<file path="src/rtl/uart_rx_fifo.sv">
// rtl/uart_rx_fifo.sv - Parametrised UART receiver with per-word error flags and FWFT FIFO
//
// Receives asynchronous serial frames (start, DATA_BITS LSB first, optional
// parity, STOP_BITS stop bits) and queues {ferr, perr, data} words in a
// first-word-fall-through FIFO read through a valid/ready handshake.
//
// Optional build macro: UART_RX_MAJORITY_EN
//   defined   - every sample point takes the 2-of-3 majority of the synchronised
//               line at bit-timer values T-2, T-1 and T.
//   undefined - single sample of the synchronised line at T.
//
// Ports:
//   clk      in   single clock
//   rst_n    in   synchronous active-low reset
//   rxd      in   asynchronous serial input, idle high
//   rdata    out  head-of-FIFO data word
//   perr     out  parity error flag of head word (0 when PARITY = 0)
//   ferr     out  framing error flag of head word
//   rvalid   out  FIFO non-empty
//   rready   in   consumer accepts head word
//   overrun  out  one-cycle pulse when a completed frame is dropped (FIFO full)
//   count    out  current FIFO occupancy

module uart_rx_fifo #(
    parameter int CLK_PER_BIT = 434,
    parameter int DATA_BITS   = 8,
    parameter int PARITY      = 0,
    parameter int STOP_BITS   = 1,
    parameter int FIFO_DEPTH  = 16
) (
    input  logic                        clk,
    input  logic                        rst_n,
    input  logic                        rxd,
    output logic [DATA_BITS-1:0]        rdata,
    output logic                        perr,
    output logic                        ferr,
    output logic                        rvalid,
    input  logic                        rready,
    output logic                        overrun,
    output logic [$clog2(FIFO_DEPTH):0] count
);

    localparam int TW = $clog2(CLK_PER_BIT);
    localparam int NW = $clog2(DATA_BITS + 1);   // counts data bits, reused for stop bits
    localparam int PW = $clog2(FIFO_DEPTH);
    localparam int CW = PW + 1;
    localparam int EW = DATA_BITS + 2;           // {ferr, perr, data}

    localparam logic [TW-1:0] BIT_LAST  = TW'(CLK_PER_BIT - 1);
    localparam logic [TW-1:0] HALF_LAST = TW'(CLK_PER_BIT / 2 - 1);
    localparam logic [TW-1:0] CNT_ONE   = TW'(1);
    localparam logic [NW-1:0] DATA_LAST = NW'(DATA_BITS - 1);
    localparam logic [NW-1:0] STOP_LAST = NW'(STOP_BITS - 1);
    localparam logic [NW-1:0] NBIT_ONE  = NW'(1);
    localparam logic [PW-1:0] PTR_ONE   = PW'(1);
    localparam logic [CW-1:0] FULL_CNT  = CW'(FIFO_DEPTH);

    typedef enum logic [2:0] {
        S_IDLE,
        S_START,
        S_DATA,
        S_PARITY,
        S_STOP
    } state_t;

    // ------------------------------------------------------------------
    // Line synchroniser; bit 2 is the oldest stage and the only one used.
    // ------------------------------------------------------------------
    logic [2:0]           r_sync;
    logic                 w_rxd_s;
    logic                 w_sample;

    assign w_rxd_s = r_sync[2];

`ifdef UART_RX_MAJORITY_EN
    // History of the two previous synchronised values. The bit timer advances
    // by one every cycle, so at cnt == T these hold the values seen at T-1
    // and T-2.
    logic [1:0] r_hist;

    always_ff @(posedge clk) begin
        if (!rst_n) begin
            r_hist <= 2'b11;
        end else begin
            r_hist <= {r_hist[0], w_rxd_s};
        end
    end

    assign w_sample = (r_hist[1] & r_hist[0]) |
                      (r_hist[1] & w_rxd_s)   |
                      (r_hist[0] & w_rxd_s);
`else
    assign w_sample = w_rxd_s;
`endif

    // ------------------------------------------------------------------
    // Receive state machine
    // ------------------------------------------------------------------
    state_t               r_state;
    logic [TW-1:0]        r_cnt;
    logic [NW-1:0]        r_nbit;
    logic [DATA_BITS-1:0] r_shift;
    logic                 r_perr;
    logic                 r_ferr;

    logic                 w_bit_tick;
    logic                 w_par_xor;
    logic                 w_par_bad;
    logic                 w_stop_ferr;
    logic                 w_push;
    logic [EW-1:0]        w_push_word;

    assign w_bit_tick  = (r_cnt == BIT_LAST);
    assign w_par_xor   = (^r_shift) ^ w_sample;
    // Odd parity fails when the overall XOR is 0, even parity when it is 1.
    assign w_par_bad   = (PARITY == 1) ? ~w_par_xor : w_par_xor;
    assign w_stop_ferr = r_ferr | ~w_sample;

    // The final stop sample pushes directly, so the word lands on the same
    // edge that returns the receiver to IDLE.
    assign w_push      = (r_state == S_STOP) && w_bit_tick && (r_nbit == STOP_LAST);
    assign w_push_word = {w_stop_ferr, r_perr, r_shift};

    always_ff @(posedge clk) begin
        if (!rst_n) begin
            r_sync  <= 3'b111;
            r_state <= S_IDLE;
            r_cnt   <= '0;
            r_nbit  <= '0;
            r_shift <= '0;
            r_perr  <= 1'b0;
            r_ferr  <= 1'b0;
        end else begin
            r_sync <= {r_sync[1:0], rxd};

            case (r_state)
                S_IDLE: begin
                    if (!w_rxd_s) begin
                        r_state <= S_START;
                        r_cnt   <= '0;
                    end
                end

                S_START: begin
                    if (r_cnt == HALF_LAST) begin
                        r_cnt <= '0;
                        if (w_sample) begin
                            // Line back high at the start-bit centre: a glitch.
                            r_state <= S_IDLE;
                        end else begin
                            r_state <= S_DATA;
                            r_nbit  <= '0;
                            r_perr  <= 1'b0;
                            r_ferr  <= 1'b0;
                        end
                    end else begin
                        r_cnt <= r_cnt + CNT_ONE;
                    end
                end

                S_DATA: begin
                    if (w_bit_tick) begin
                        r_cnt   <= '0;
                        r_shift <= {w_sample, r_shift[DATA_BITS-1:1]};
                        if (r_nbit == DATA_LAST) begin
                            r_nbit  <= '0;
                            r_state <= (PARITY != 0) ? S_PARITY : S_STOP;
                        end else begin
                            r_nbit <= r_nbit + NBIT_ONE;
                        end
                    end else begin
                        r_cnt <= r_cnt + CNT_ONE;
                    end
                end

                S_PARITY: begin
                    if (w_bit_tick) begin
                        r_cnt   <= '0;
                        r_perr  <= w_par_bad;
                        r_nbit  <= '0;
                        r_state <= S_STOP;
                    end else begin
                        r_cnt <= r_cnt + CNT_ONE;
                    end
                end

                S_STOP: begin
                    if (w_bit_tick) begin
                        r_cnt  <= '0;
                        r_ferr <= w_stop_ferr;
                        if (r_nbit == STOP_LAST) begin
                            r_nbit  <= '0;
                            r_state <= S_IDLE;
                        end else begin
                            r_nbit <= r_nbit + NBIT_ONE;
                        end
                    end else begin
                        r_cnt <= r_cnt + CNT_ONE;
                    end
                end

                default: begin
                    r_state <= S_IDLE;
                end
            endcase
        end
    end

    // ------------------------------------------------------------------
    // First-word-fall-through FIFO
    // ------------------------------------------------------------------
    logic [EW-1:0] r_mem [FIFO_DEPTH];
    logic [PW-1:0] r_wptr;
    logic [PW-1:0] r_rptr;
    logic [CW-1:0] r_count;
    logic          r_overrun;

    logic          w_pop;
    logic          w_full;
    logic          w_wr;

    assign w_pop  = (r_count != '0) && rready;
    assign w_full = (r_count == FULL_CNT);
    // A pop on the same edge frees the slot, so a push into a full FIFO is
    // only dropped when nothing is being read.
    assign w_wr   = w_push && (!w_full || w_pop);

    always_ff @(posedge clk) begin
        if (!rst_n) begin
            // Memory is cleared so the head outputs read 0 out of reset.
            for (int i = 0; i < FIFO_DEPTH; i++) begin
                r_mem[i] <= '0;
            end
            r_wptr    <= '0;
            r_rptr    <= '0;
            r_count   <= '0;
            r_overrun <= 1'b0;
        end else begin
            if (w_wr) begin
                r_mem[r_wptr] <= w_push_word;
                r_wptr        <= r_wptr + PTR_ONE;
            end
            if (w_pop) begin
                r_rptr <= r_rptr + PTR_ONE;
            end
            r_count   <= r_count + CW'(w_wr) - CW'(w_pop);
            r_overrun <= w_push && w_full && !w_pop;
        end
    end

    assign {ferr, perr, rdata} = r_mem[r_rptr];
    assign rvalid  = (r_count != '0);
    assign count   = r_count;
    assign overrun = r_overrun;

endmodule
</file>
<file path="config.mk">
export PLATFORM = sky130hd
export DESIGN_NAME = uart_rx_fifo
export DESIGN_NICKNAME = d
export VERILOG_FILES = /design/src/rtl/uart_rx_fifo.sv
export SDC_FILE = /design/constraint.sdc
export NUM_CORES = 1
export LEC_CHECK = 0
export ABC_AREA = 0
export ABC_CLOCK_PERIOD_IN_PS = 2650
export CAP_MARGIN = 20
export CELL_PAD_IN_SITES_DETAIL_PLACEMENT = 1
export CELL_PAD_IN_SITES_GLOBAL_PLACEMENT = 2
export CORE_UTILIZATION = 26
export CTS_BUF_LIST = sky130_fd_sc_hd__clkbuf_8
export CTS_CLUSTER_SIZE = 12
export DETAILED_ROUTE_END_ITERATION = 7
export GPL_ROUTABILITY_DRIVEN = 1
export PLACE_DENSITY_LB_ADDON = 0.1
export SYNTH_ARGS = -nofsm -noshare
export SYNTH_HDL_FRONTEND = slang
export SYNTH_SLANG_ARGS = --single-unit
</file>
<file path="constraint.sdc">
create_clock -name clk -period 2.65 [get_ports clk]
set_clock_uncertainty 0.1 [all_clocks]
set_input_delay 0.53 -clock clk [delete_from_list [all_inputs] [get_ports clk]]
set_output_delay 0.53 -clock clk [all_outputs]
set_load 0.05 [all_outputs]
</file>
* Yosys cells after proc, flatten, opt, wreduce, memory -nomap -nowiden
Memories as Yosys holds them, arrays and structs flattened. A register that Yosys moved wholly into a read port is not among the register bits.
Cells that the tools add are included.
** Operators by class
- $add $sub $neg :: 6
- Equality and inequality tests :: 16
- Muxes and demuxes :: 36
- Bitwise gates (word level) :: 3
- Reduce and logical (&&, ||, !) cells :: 25
** Operators with widths (number)
- two-way mux 4 bit :: 10
- two-way mux 9 bit :: 3
- case mux 9 bit (3 select lines) :: 1
- two-way mux 3 bit :: 7
- case mux 4 bit (4 select lines) :: 1
- case mux 3 bit (5 select lines) :: 1
- != test 2 bit, second input constant :: 7
- adder 4 x 1 -> 4 bit, second input constant :: 3
- two-way mux 10 bit :: 1
- OR reduction 10 bit :: 1
- adder 9 x 1 -> 9 bit, second input constant :: 1
- == test 9 x 8 -> 1 bit, second input constant :: 1
- == test 9 bit, second input constant :: 1
- two-way mux 1 bit :: 9
- AND reduction 4 bit :: 2
- XOR reduction 8 bit :: 1
- AND reduction 7 bit :: 1
- == test 3 x 2 -> 1 bit, second input constant :: 2
- logical AND 1 bit :: 6
- AND reduction 6 bit :: 1
- adder 5 x 1 -> 5 bit :: 1
- == test 5 bit, second input constant :: 1
- nonzero test 5 bit :: 1
- subtractor 5 x 1 -> 5 bit :: 1
- 18 further kinds :: 22
** Storage, ports and cells
- Flip-flop bits (word level) :: 43
- Memory bits (writable) :: 160
- Input bits :: 4
- Output and inout bits :: 17
- Word-level logic and storage cells :: 98
- Memories kept :: 1
** Memory list
- r_mem :: depth 16, bits a word 10, rd ports 1, clocked after Yosys merged registers in 1, write ports 16, RTL line 212 : logic [EW-1:0] r_mem [FIFO_DEPTH];

* Longest topological paths before layout
- Depth after elaboration :: 9
- Depth in mapped cells :: 16
- Gate-level depth less buffers :: 15

* Worst setup path before layout
No wires, ideal clock.
- Path kind :: register to register
- Start point :: register r_count[3], in the netlist count[3]
- End point :: register r_count[4], in the netlist count[4]
- Setup time :: 0.071 ns
- Arrival time :: 3.191 ns
- Data required time :: 2.479 ns
- Slack :: -0.711 ns
- Stages on the path, launching flop included :: 16
- Buffers on the path :: 1
- Period minus slack after synthesis :: 3.361 ns
- Cells stage by stage :: dfxtp_1 -> inv_1 -> ha_1 -> or4b_2 -> and2_1 -> clkbuf_1 -> nand2b_1 -> nand2_1 -> ha_1 -> inv_1 -> fa_1 -> inv_1 -> a21oi_1 -> nor2_1 -> or3_1 -> a21oi_1
** On the way
- Word-level cells in the longest chain between the ends :: 6
- Elaborated cells between the ends (all ways) :: 8
- Those cells by class :: 2 x add/sub; 1 x eq/ne; 5 x reduce/logical
** Ends and longest elaborated chain
- start: declaration :: RTL line 215 : logic [CW-1:0] r_count;
- start signal: assignment :: RTL line 246 : r_count <= r_count + CW'(w_wr) - CW'(w_pop);
- nonzero test 5 bit *
- via rvalid :: RTL line 37 : output logic rvalid,
- logical AND 1 bit * :: RTL line 222 : assign w_pop = (r_count != '0) && rready;
- logical OR 1 bit :: RTL line 226 : assign w_wr = w_push && (!w_full || w_pop);
- logical AND 1 bit :: RTL line 226
- adder 5 x 1 -> 5 bit :: RTL line 246
- subtractor 5 x 1 -> 5 bit * :: RTL line 246
The timed path passes the listed nets; every way through them passes the cells marked *.
A chain may end at the register's enable or synchronous reset.

==> run metrics <==
status=finished with violations; failing checks=setup timing; Max VDD drop=approximately 0.69 mV; initial drt markers=381; cell count of the worst reg-to-reg path=15; Cell Area, Synth=roughly 0.0095 mm²; proportion of layout cells with a drive suffix above 1=between 20% and 30%; Initial Util=26.6%; GP Congestion=0.742; Die ar.=0.0375 mm²; Sink Count=207; top post-synthesis cells by area=edfxtp_1, mux4_2, dfxtp_1; mean routed wirelength per cell=~22 µm; Post-Synthesis Net Count=about 760; Clock Path Buffers=3; TritonRoute pass-1 iters=4; Power Dens Cells=759 mW/mm²; Final nets=868; routed vias=6225; Worst-Margin Slew=588 ps; top_reg_cell synth=edfxtp_1; setup_tns=-3880 ps; Final Cycle Share=116%; reg2reg end=count[4]; leading area contributor after synthesis=edfxtp_1; Fin. Hold Viols=0; slowest CP cell=mux4_2; worst-path cell chain=buf_8 -> mux4_2 -> mux4_2 -> buf_4; Rows=69; critical path endpoint category=primary output; Port Buf Inserts=20; critical path class=flip-flop to primary output; delay-heaviest family, CP=multiplexers; initial antenna violation count=0; RSZ-0062 raised after global routing=yes; remaining global-route overflow=0; max_cap viols=0; R2R Path Start=r_nbit[0]; Max H-tree Level=2; CP most frequent cell=mux4_2; commonest non-fill, non-tap cell in the layout=nor2_1; Crit path arrival time=roughly 2400 ps; Final Util=between 30% and 40%; FMAX=between 0.3 and 0.4 GHz; max incr delay on CP=530 ps; Syn Inst Count=744; Slew headroom=60.7%; Hold Path Stages=1; Yosys reg bits=around 210; flop-to-flop setup slack=50 ps; asr flop ratio synth=0%; wirelength, routed=between 20 and 30 mm; Pwr Total=0.00895 W; largest net degree at the start of global routing=39; Die Wd=between 150 and 200 µm; CP required=2020 ps; final number of setup-violating endpoints=10; clock-pin slew on the worst setup and hold paths=approximately 60 ps; worst skew pair latency=approximately 530 ps; startpoint types=flip-flop; worst-path fanout max=8; max-slew violations=0; Final ANT Viol Nets=0; Setup WS post-layout=-424 ps; Warnings, synthesis=0; Seq/Total Area, Yosys=60.2%; Mean Syn Cell Area=roughly 13 µm²; clk root buf=clkbuf_8; WP buf/inv=2; Distinct cells, synth=60; dpl ws=-168 ps; IO Pins=21; Final min period=between 3000 and 4000 ps; number of global-route vias before repair=approximately 7k; FILL cells=3808; All-Layer GR Usage=between 15 and 20%; CTS tree=yes; Synth top area share=around 50%; Hold Crit Start=r_sync[0]; register area=between 0.005 and 0.006 mm²; hold buffers post-CTS=0; multi-input logic area=between 0.003 and 0.004 mm²; Ant. Diodes=0; number of synthesized flops with an enable pin=160; area grow syn2layout=23.4%; first-pass GRT wire length=between 40 and 50 mm; Chip Height=194 µm; total leakage power=about 4 nW; Post-route DRC=0; CTS Buf Count=40; most frequent cells in the layout=nor2_1, edfxtp_1, buf_4; hpwl dp=roughly 20 mm; hold slack final=around 320 ps; core area=between 0.03 and 0.04 mm²; Via density=roughly 4.7; Endpoint, Worst Hold=r_sync[1]; Hold Crit Class=flip-flop to flip-flop
-- layout make-up --
class | count | share of cell area (%)
inverter | 22 | 0.701
multi-input combinational | 467 | 30.6
clock inverter | 27 | 0.945
clock buffer | 41 | 4.79
sequential | 207 | 48.9
tap | 461 | 4.89
timing repair buffer | 110 | 9.19
-- worst max-delay path by stage --
stage	to	slack, ps	cells past startpoint
global placement	count[4]	-140	15
CTS	perr	-480	4
floorplan	count[4]	-200	16
finish	rdata[2]	-420	4
detailed placement	count[4]	-170	15
global route	rdata[3]	-510	4
-- cell usage after synthesis (all sizes together) (5+ instances only) --
master  instances
a21oi          19
and2            5
buf            25
clkbuf         23
dfxtp          47
edfxtp        160
ha             15
inv            22
mux2i          11
mux4           50
nand2          50
nand2b         12
nand3          10
nand3b          6
nor2          192
nor3            8
nor3b           5
o21ai          19
xnor2           9
xor2            6
-- state kept, by name, summed over array words and instances, names as in the netlist, named ones only --
signal and flops:
count 5, r_cnt 9, r_state 3, r_nbit 4, r_ferr 1, r_perr 1, overrun 1, r_wptr 4
r_shift 8, r_mem 160, r_rptr 4, r_sync 3
-- worst register-to-register path: stages, from the launching register on --
cell      delay, ps
dfxtp_2         320
inv_2            60
ha_4            130
or3b_4          380
nor3_2          160
buf_4           130
nand2b_4        110
nand2_2          50
ha_4            160
inv_2            50
fa_2            200
inv_2            40
a21oi_2         120
nor2_2           50
or3_1           350
a21oi_2         120
-- power by group --
group	total [W]	switching [W]	internal, W
combinational	0.00236	0.00120	0.00116
clock	0.00277	0.00135	0.00142
sequential	0.00382	0.000132	0.00369
total	0.00895	0.00268	0.00627
-- stage by stage --
stage                     std cells  instance area, µm²
after floorplan                 744                9630
after global placement         1262               10900
after detailed placement       1262               10900
after CTS                      1335               11700
after global routing           1335               11800
final                          1335               11800
-- routing by layer --
metal	share of wire (%)	global-route usage, %
met4	2.1	4.30
met3	4.0	2.35
met2	52	29.2
met1	42	19.3
met5	0	0
-- cells by family after synthesis --
logic type	after synthesis	synth area share (%)
buffers and inverters	70	3.62
AOI/OAI and AO/OA	63	4.21
and+or+nand+nor	310	15.1
adders and majority gates	16	2.18
muxes	62	13.1
DFF	207	60.2
xor gates and xnor gates	16	1.61
-- repair_timing --
action | in CTS | in global routing
endpoints found under the hold margin | 0 | 0
buffers inserted | 4 | 0
pin swaps | 10 | 7
gates resized for setup | 30 | 11
endpoints found under the setup margin | 28 | 33
gates cloned | 1 | 0
(Power assumes the default switching activity.)
